===== config.mk =====
export PLATFORM = sky130hd
export DESIGN_NAME = simd_issue_arbiter_flat
export DESIGN_NICKNAME = d
export VERILOG_FILES = /design/src/rtl/simd_issue_arbiter_if.sv /design/src/rtl/simd_issue_arbiter.sv /design/src/flat_wrapper.sv
export SDC_FILE = /design/constraint.sdc
export NUM_CORES = 1
export LEC_CHECK = 0
export BUFFER_PORTS_ARGS = -buffer_cell sky130_fd_sc_hd__buf_4
export CORE_AREA = 2 2 159 161
export DETAILED_ROUTE_END_ITERATION = 8
export DIE_AREA = 0 0 161 163
export PLACE_DENSITY = 0.66
export SYNTH_ARGS = -nofsm -noshare
export SYNTH_HDL_FRONTEND = slang
export SYNTH_SLANG_ARGS = --single-unit

===== constraint.sdc =====
create_clock -name i_clk -period 13.37 [get_ports i_clk]
set_clock_uncertainty 0.15 [all_clocks]
set_input_delay 1.337 -clock i_clk [delete_from_list [all_inputs] [get_ports i_clk]]
set_output_delay 1.337 -clock i_clk [all_outputs]
set_load 0.1 [all_outputs]

===== src/rtl/simd_issue_arbiter_if.sv =====
// Bundled issue/commit signals between N_SRC SIMD drivers, the arbiter and the ALU pipeline.
// master is the arbiter's view, slave is the surrounding drivers/ALU.
interface simd_issue_arbiter_if #(
  parameter int unsigned N_SRC   = 2,
  parameter int unsigned INST_BW = 4,
  parameter int unsigned WID_BW  = 2,
  parameter int unsigned WBW     = 16,
  parameter int unsigned VDIM    = 4
);
  logic [N_SRC-1:0]                     src_rdy;
  logic [N_SRC-1:0]                     src_ack;
  logic [N_SRC-1:0][INST_BW-1:0]        i_pc;
  logic [N_SRC-1:0][WID_BW-1:0]         i_warpid;
  logic [N_SRC-1:0][VDIM-1:0][WBW-1:0]  i_bofs;
  logic [N_SRC-1:0][VDIM-1:0][WBW-1:0]  i_aofs;
  logic                                 dst_rdy;
  logic                                 dst_ack;
  logic [INST_BW-1:0]                   o_pc;
  logic [WID_BW-1:0]                    o_warpid;
  logic [VDIM-1:0][WBW-1:0]             o_bofs;
  logic [VDIM-1:0][WBW-1:0]             o_aofs;
  logic                                 i_commit_dval;
  logic [N_SRC-1:0]                     o_commit_dval;
  logic                                 o_err;

  modport master (
    input  src_rdy, i_pc, i_warpid, i_bofs, i_aofs, dst_ack, i_commit_dval,
    output src_ack, dst_rdy, o_pc, o_warpid, o_bofs, o_aofs, o_commit_dval, o_err
  );

  modport slave (
    output src_rdy, i_pc, i_warpid, i_bofs, i_aofs, dst_ack, i_commit_dval,
    input  src_ack, dst_rdy, o_pc, o_warpid, o_bofs, o_aofs, o_commit_dval, o_err
  );
endinterface


===== src/rtl/simd_issue_arbiter.sv =====
// Round-robin issue arbiter sharing one SIMD ALU among N_SRC drivers, with an in-order
// source-id FIFO that routes each ALU commit pulse back to the issuing driver.
module simd_issue_arbiter #(
  parameter int unsigned N_SRC   = 2,
  parameter int unsigned INST_BW = 4,
  parameter int unsigned WID_BW  = 2,
  parameter int unsigned WBW     = 16,
  parameter int unsigned VDIM    = 4,
  parameter int unsigned DEPTH   = 8
) (
  input logic                  i_clk,
  input logic                  i_rst,
  simd_issue_arbiter_if.master bus
);
  localparam int unsigned IdW  = (N_SRC > 1) ? $clog2(N_SRC) : 1;
  localparam int unsigned PtrW = $clog2(DEPTH);
  localparam int unsigned CntW = $clog2(DEPTH + 1);

  logic                     vld_q, vld_d;
  logic [INST_BW-1:0]       pc_q;
  logic [WID_BW-1:0]        warpid_q;
  logic [VDIM-1:0][WBW-1:0] bofs_q, aofs_q;
  logic [IdW-1:0]           last_q, oid_q;
  logic [IdW-1:0]           fifo_q [DEPTH];
  logic [PtrW-1:0]          wr_ptr_q, rd_ptr_q;
  logic [CntW-1:0]          cnt_q, cnt_d;
  logic [N_SRC-1:0]         commit_q, commit_d;
  logic                     err_q, err_d;

  logic           free, room, gnt, gnt_any, push, pop;
  logic [IdW-1:0] gnt_idx;
  logic [IdW:0]   scan;
  logic [CntW:0]  occ;

  assign free = !vld_q || bus.dst_ack;
  assign occ  = {1'b0, cnt_q} + {{CntW{1'b0}}, vld_q};
  assign room = occ < (CntW + 1)'(DEPTH);
  assign gnt  = free && room && gnt_any;
  assign push = bus.dst_ack && vld_q;
  assign pop  = bus.i_commit_dval && (cnt_q != '0);

  // Scan from last+1 upward with wrap; the first requester seen wins.
  always_comb begin
    gnt_any = 1'b0;
    gnt_idx = '0;
    scan    = '0;
    for (int i = 1; i <= int'(N_SRC); i++) begin
      scan = {1'b0, last_q} + (IdW + 1)'(i);
      if (scan >= (IdW + 1)'(N_SRC)) scan = scan - (IdW + 1)'(N_SRC);
      if (!gnt_any && bus.src_rdy[scan[IdW-1:0]]) begin
        gnt_any = 1'b1;
        gnt_idx = scan[IdW-1:0];
      end
    end
  end

  always_comb begin
    bus.src_ack = '0;
    bus.src_ack[gnt_idx] = gnt && !i_rst;
  end

  always_comb begin
    vld_d = vld_q;
    if (gnt)               vld_d = 1'b1;
    else if (bus.dst_ack)  vld_d = 1'b0;

    cnt_d = cnt_q;
    unique case ({push, pop})
      2'b10:   cnt_d = cnt_q + CntW'(1);
      2'b01:   cnt_d = cnt_q - CntW'(1);
      default: cnt_d = cnt_q;
    endcase

    commit_d = '0;
    if (pop) commit_d[fifo_q[rd_ptr_q]] = 1'b1;

    err_d = err_q || (bus.i_commit_dval && (cnt_q == '0)) || (bus.dst_ack && !vld_q);
  end

  always_ff @(posedge i_clk or posedge i_rst) begin
    if (i_rst) begin
      vld_q    <= 1'b0;
      pc_q     <= '0;
      warpid_q <= '0;
      bofs_q   <= '0;
      aofs_q   <= '0;
      last_q   <= IdW'(N_SRC - 1);
      oid_q    <= '0;
      wr_ptr_q <= '0;
      rd_ptr_q <= '0;
      cnt_q    <= '0;
      commit_q <= '0;
      err_q    <= 1'b0;
    end else begin
      vld_q    <= vld_d;
      cnt_q    <= cnt_d;
      commit_q <= commit_d;
      err_q    <= err_d;
      if (gnt) begin
        pc_q     <= bus.i_pc[gnt_idx];
        warpid_q <= bus.i_warpid[gnt_idx];
        bofs_q   <= bus.i_bofs[gnt_idx];
        aofs_q   <= bus.i_aofs[gnt_idx];
        last_q   <= gnt_idx;
        oid_q    <= gnt_idx;
      end
      if (push) wr_ptr_q <= wr_ptr_q + PtrW'(1);
      if (pop)  rd_ptr_q <= rd_ptr_q + PtrW'(1);
    end
  end

  // Entries are only read once counted valid, so storage needs no reset.
  always_ff @(posedge i_clk) begin
    if (push) fifo_q[wr_ptr_q] <= oid_q;
  end

  assign bus.dst_rdy       = vld_q;
  assign bus.o_pc          = pc_q;
  assign bus.o_warpid      = warpid_q;
  assign bus.o_bofs        = bofs_q;
  assign bus.o_aofs        = aofs_q;
  assign bus.o_commit_dval = commit_q;
  assign bus.o_err         = err_q;
endmodule


===== src/flat_wrapper.sv =====
// flat-port wrapper written by rule: the top's interface ports become plain ports
module simd_issue_arbiter_flat 
#(
  parameter int unsigned N_SRC   = 2,
  parameter int unsigned INST_BW = 4,
  parameter int unsigned WID_BW  = 2,
  parameter int unsigned WBW     = 16,
  parameter int unsigned VDIM    = 4,
  parameter int unsigned DEPTH   = 8
)
  (i_clk, i_rst, bus_src_rdy, bus_i_pc, bus_i_warpid, bus_i_bofs, bus_i_aofs, bus_dst_ack, bus_i_commit_dval, bus_src_ack, bus_dst_rdy, bus_o_pc, bus_o_warpid, bus_o_bofs, bus_o_aofs, bus_o_commit_dval, bus_o_err);
  simd_issue_arbiter_if #(.N_SRC(N_SRC), .INST_BW(INST_BW), .WID_BW(WID_BW), .WBW(WBW), .VDIM(VDIM)) bus_i ();
  input logic i_clk;
  input logic i_rst;
  input wire logic [$bits(bus_i.src_rdy)-1:0] bus_src_rdy;
  input wire logic [$bits(bus_i.i_pc)-1:0] bus_i_pc;
  input wire logic [$bits(bus_i.i_warpid)-1:0] bus_i_warpid;
  input wire logic [$bits(bus_i.i_bofs)-1:0] bus_i_bofs;
  input wire logic [$bits(bus_i.i_aofs)-1:0] bus_i_aofs;
  input wire logic [$bits(bus_i.dst_ack)-1:0] bus_dst_ack;
  input wire logic [$bits(bus_i.i_commit_dval)-1:0] bus_i_commit_dval;
  output wire logic [$bits(bus_i.src_ack)-1:0] bus_src_ack;
  output wire logic [$bits(bus_i.dst_rdy)-1:0] bus_dst_rdy;
  output wire logic [$bits(bus_i.o_pc)-1:0] bus_o_pc;
  output wire logic [$bits(bus_i.o_warpid)-1:0] bus_o_warpid;
  output wire logic [$bits(bus_i.o_bofs)-1:0] bus_o_bofs;
  output wire logic [$bits(bus_i.o_aofs)-1:0] bus_o_aofs;
  output wire logic [$bits(bus_i.o_commit_dval)-1:0] bus_o_commit_dval;
  output wire logic [$bits(bus_i.o_err)-1:0] bus_o_err;
  assign bus_i.src_rdy = bus_src_rdy;
  assign bus_i.i_pc = bus_i_pc;
  assign bus_i.i_warpid = bus_i_warpid;
  assign bus_i.i_bofs = bus_i_bofs;
  assign bus_i.i_aofs = bus_i_aofs;
  assign bus_i.dst_ack = bus_dst_ack;
  assign bus_i.i_commit_dval = bus_i_commit_dval;
  assign bus_src_ack = bus_i.src_ack;
  assign bus_dst_rdy = bus_i.dst_rdy;
  assign bus_o_pc = bus_i.o_pc;
  assign bus_o_warpid = bus_i.o_warpid;
  assign bus_o_bofs = bus_i.o_bofs;
  assign bus_o_aofs = bus_i.o_aofs;
  assign bus_o_commit_dval = bus_i.o_commit_dval;
  assign bus_o_err = bus_i.o_err;
  simd_issue_arbiter #(.N_SRC(N_SRC), .INST_BW(INST_BW), .WID_BW(WID_BW), .WBW(WBW), .VDIM(VDIM), .DEPTH(DEPTH)) u_core (.i_clk(i_clk), .i_rst(i_rst), .bus(bus_i));
endmodule

==> results.py <==
metrics = {
    "cts": {
        "cts.clk_slew.worst_paths_ns": 0.08,
        "cts_made_buffers": 17,
        "cts_resized": 0,
        "post_cts_hold_buffer_count": 0,
        "clock_tree.htree_level_count": 4,
        "cts-root-to-sink-buffers": 2,
        "cts_sinks": 158,
        "root_buffer": "sky130_fd_sc_hd__clkbuf_16",
        "cts_tree": "yes",
        "cts_setup_buffers": 0,
        "worstSkewPairLatency_ns": 0.43,
    },
    "routing": {
        "via_count": 7204,
        "route.detailed.drc": 0,
        "router_iterations_before_antenna_repair": 4,
        "route.antenna.remaining_nets": 0,
        "route.detailed.vias_per_inst": 5.09,
        "wire_length_per_cell_um": 18.9,
        "wl_final_um": 26800,
        "drt_iter0_markers": 384,
    },
    "timing": {
        "slew_hr_pct": 33.6,
        "slew_violations": 0,
        "final_hold_viol_count": 0,
        "timing.final.crit_share_pct": 36.7,
        "rsz0062_at_grt": "no",
        "timing.final.setup_violations": 0,
        "layout_min_cycle_time_ns": 4.91,
        "setup-tns-final_ns": 0,
        "worstMarginPinSlew_ns": 0.996,
        "maxClockFrequency_mhz": 204,
    },
    "yosys": {
        "synthAdderAreaFrac_pct": 0.796,
        "post_synth_xor_area_fraction_pct": 0.669,
        "synth_enable_flop_cells": 8,
        "synthesis_stage_register_bit_count": 158,
        "mappedNetlistNets": 988,
        "synth.yosys.seq_area_share_pct": 50.9,
        "synth.lib_cells_used.distinct": 44,
        "dominantRegCellSynth": "sky130_fd_sc_hd__dfrtp_1",
        "syn_avg_cell_area_um2": 11.1,
        "summed_instance_area_of_the_synthesized_netlist_um2": 7860,
        "synth_simple_gate_area_share_pct": 2.58,
        "synth_async_sr_flop_share_pct": 94.9,
        "synth_top_family_by_area": "compound AO/OA/AOI/OAI gates",
        "netlist_instances": 709,
        "post_synth_mux_area_share_pct": 18.5,
        "ys.warnings.count": 0,
        "synth_compound_area_share_pct": 20.6,
    },
    "cells_and_area": {
        "sequential_cell_area_um2": 4000,
        "final_layout_size_suffix_gt1_share_pct": 43.4,
        "most_common_cell_after_layout_fill_and_taps_aside": "sky130_fd_sc_hd__buf_4",
        "multi_input_comb_area_um2": 3420,
        "finish.utilization_pct": 47.0,
        "diodes": 0,
        "finalInstanceArea_um2": 11600,
        "nets": 1350,
        "area.growth.synth_to_final_pct": 47.5,
        "layout.cells.most_common_list": "sky130_fd_sc_hd__buf_4, sky130_fd_sc_hd__dfrtp_1, sky130_fd_sc_hd__mux2i_1, sky130_fd_sc_hd__a21oi_1, sky130_fd_sc_hd__a31oi_1",
        "fillCellCount": 2354,
    },
    "grt": {
        "antenna_found_initial": 0,
        "grt_pass1_wl_um": 40600,
        "first_global_vias": 7116,
        "grt_start_max_net_pins": 87,
        "globalRouteOverflowTotal": 0,
        "track_usage_pct": 20.0,
    },
    "floorplan": {
        "io-pin-count": 414,
        "rows": 58,
        "floorplan.die.height_um": 163,
        "die_area_um2": 26200,
        "floorplan.initialDensity_pct": 31.8,
        "core-area_um2": 24700,
        "die_w_um": 161,
    },
    "critical_path": {
        "cpMaxStageDelayCell": "sky130_fd_sc_hd__and3_4",
        "path_cells": "buf_4 -> o21ba_4 -> and3_4 -> nor3b_1 -> buf_4",
        "r2r_setup_slack_ns": 9.91,
        "critical_path_peak_fanout": 64,
        "worst_setup_path_start_kind": "primary input",
        "setup.worst_path.class": "primary input to output port",
        "end_kind": "output port",
        "critical-path-top-cell-by-count": "sky130_fd_sc_hd__buf_4",
        "cp.required_ns": 11.88,
        "worst_ep_arrival_time_ns": 3.42,
        "timing.critical_path.slowest_cell_delay_ns": 0.79,
    },
    "place": {
        "place_congestion": 0.763,
        "port_buffers": 413,
        "detailedPlacementHpwl_um": 18900,
        "place_area_um2": 11000,
    },
    "status": {
        "outcome": "completed",
    },
    "hold_path": {
        "hold_path_class": "register to register",
    },
    "run": {
        "drv_cap": 0,
    },
}
-- cells in the mapped netlist, types with 2 or more instances --
library cell / number / share of area, %
sky130_fd_sc_hd__ha_1: 5 / 0.80
sky130_fd_sc_hd__nand3_1: 2 / 0.13
sky130_fd_sc_hd__nor3_1: 2 / 0.13
sky130_fd_sc_hd__a31oi_1: 134 / 11
sky130_fd_sc_hd__buf_2: 27 / 1.7
sky130_fd_sc_hd__buf_6: 14 / 2.0
sky130_fd_sc_hd__mux4_2: 2 / 0.57
sky130_fd_sc_hd__buf_1: 4 / 0.19
sky130_fd_sc_hd__dfrtp_1: 149 / 47
sky130_fd_sc_hd__mux2_2: 4 / 0.57
sky130_fd_sc_hd__nand2_1: 10 / 0.48
sky130_fd_sc_hd__nor2_1: 8 / 0.38
sky130_fd_sc_hd__nand2b_1: 3 / 0.24
sky130_fd_sc_hd__edfxtp_1: 8 / 3.1
sky130_fd_sc_hd__inv_1: 5 / 0.24
sky130_fd_sc_hd__mux2i_1: 135 / 17
sky130_fd_sc_hd__a21oi_1: 135 / 8.6
sky130_fd_sc_hd__clkbuf_1: 29 / 1.4
sky130_fd_sc_hd__xnor2_1: 5 / 0.56
sky130_fd_sc_hd__buf_4: 4 / 0.38
-- cell type report --
| class | count | area share, % |
|---|---|---|
| multi-input combinational | 468 | 29.6 |
| tap | 330 | 3.56 |
| inverter | 5 | 0.205 |
| clock buffer | 20 | 4.04 |
| sequential | 158 | 34.5 |
| clock inverter | 12 | 0.864 |
| timing repair buffer | 421 | 27.3 |
-- worst paths after layout --
kind / from / to / cells after the start
worst max-delay path: bus_src_rdy[0] / bus_src_ack[0] / 5
worst min-delay path: u_core.bus.o_err / u_core.bus.o_err / 1
min in group asynchronous: i_rst / u_core.bus.o_aofs[35] / 2
worst max register to register: u_core.cnt_q[2] / u_core.last_q / 4
worst min register to register: u_core.bus.o_err / u_core.bus.o_err / 1
max in group asynchronous: i_rst / u_core.bus.o_bofs[37] / 3
-- layer usage --
metal / share of wire, % / track usage (%)
met2: 49 / 33.0
met3: 8.7 / 6.09
met5: 0 / 0
met1: 40 / 24.5
met4: 2.7 / 7.83
-- sequential cells by signal (all words and copies together), names as in the netlist --
register,count
u_core.bus.o_bofs,64
u_core.bus.o_pc,4
u_core.bus.o_commit_dval,2
u_core.wr_ptr_q,3
u_core.last_q,1
u_core.bus.dst_rdy,1
u_core.cnt_q,4
u_core.bus.o_aofs,64
u_core.rd_ptr_q,3
u_core.oid_q,1
u_core.bus.o_warpid,2
u_core.bus.o_err,1
u_core.fifo_q,8
-- per-stage QoR --
stage	hold WS, ns	worst slack [ns]	std cells
after floorplan	0.327	6.27	709
after global placement	0.346	8.42	1382
after detailed placement	0.340	8.39	1382
after CTS	0.368	8.40	1414
after global routing	0.396	8.27	1414
final	0.359	8.46	1414
-- worst max-delay path: cells and delay by family --
kind / cells / cell delay, ns
and+or+nand+nor: 2 / 1.05
AOI/OAI and AO/OA: 1 / 0.57
buffers and inverters: 2 / 0.42
-- kinds of logic after synthesis --
kind of cell,after synthesis
xor gates and xnor gates,6
adders and majority gates,5
AOI/OAI and AO/OA,278
buffers and inverters,83
DFF,158
muxes,142
and+or+nand+nor,37
Power is not shown: default switching activity piles up to over one toggle a cycle in this logic, so the estimate is an artifact.
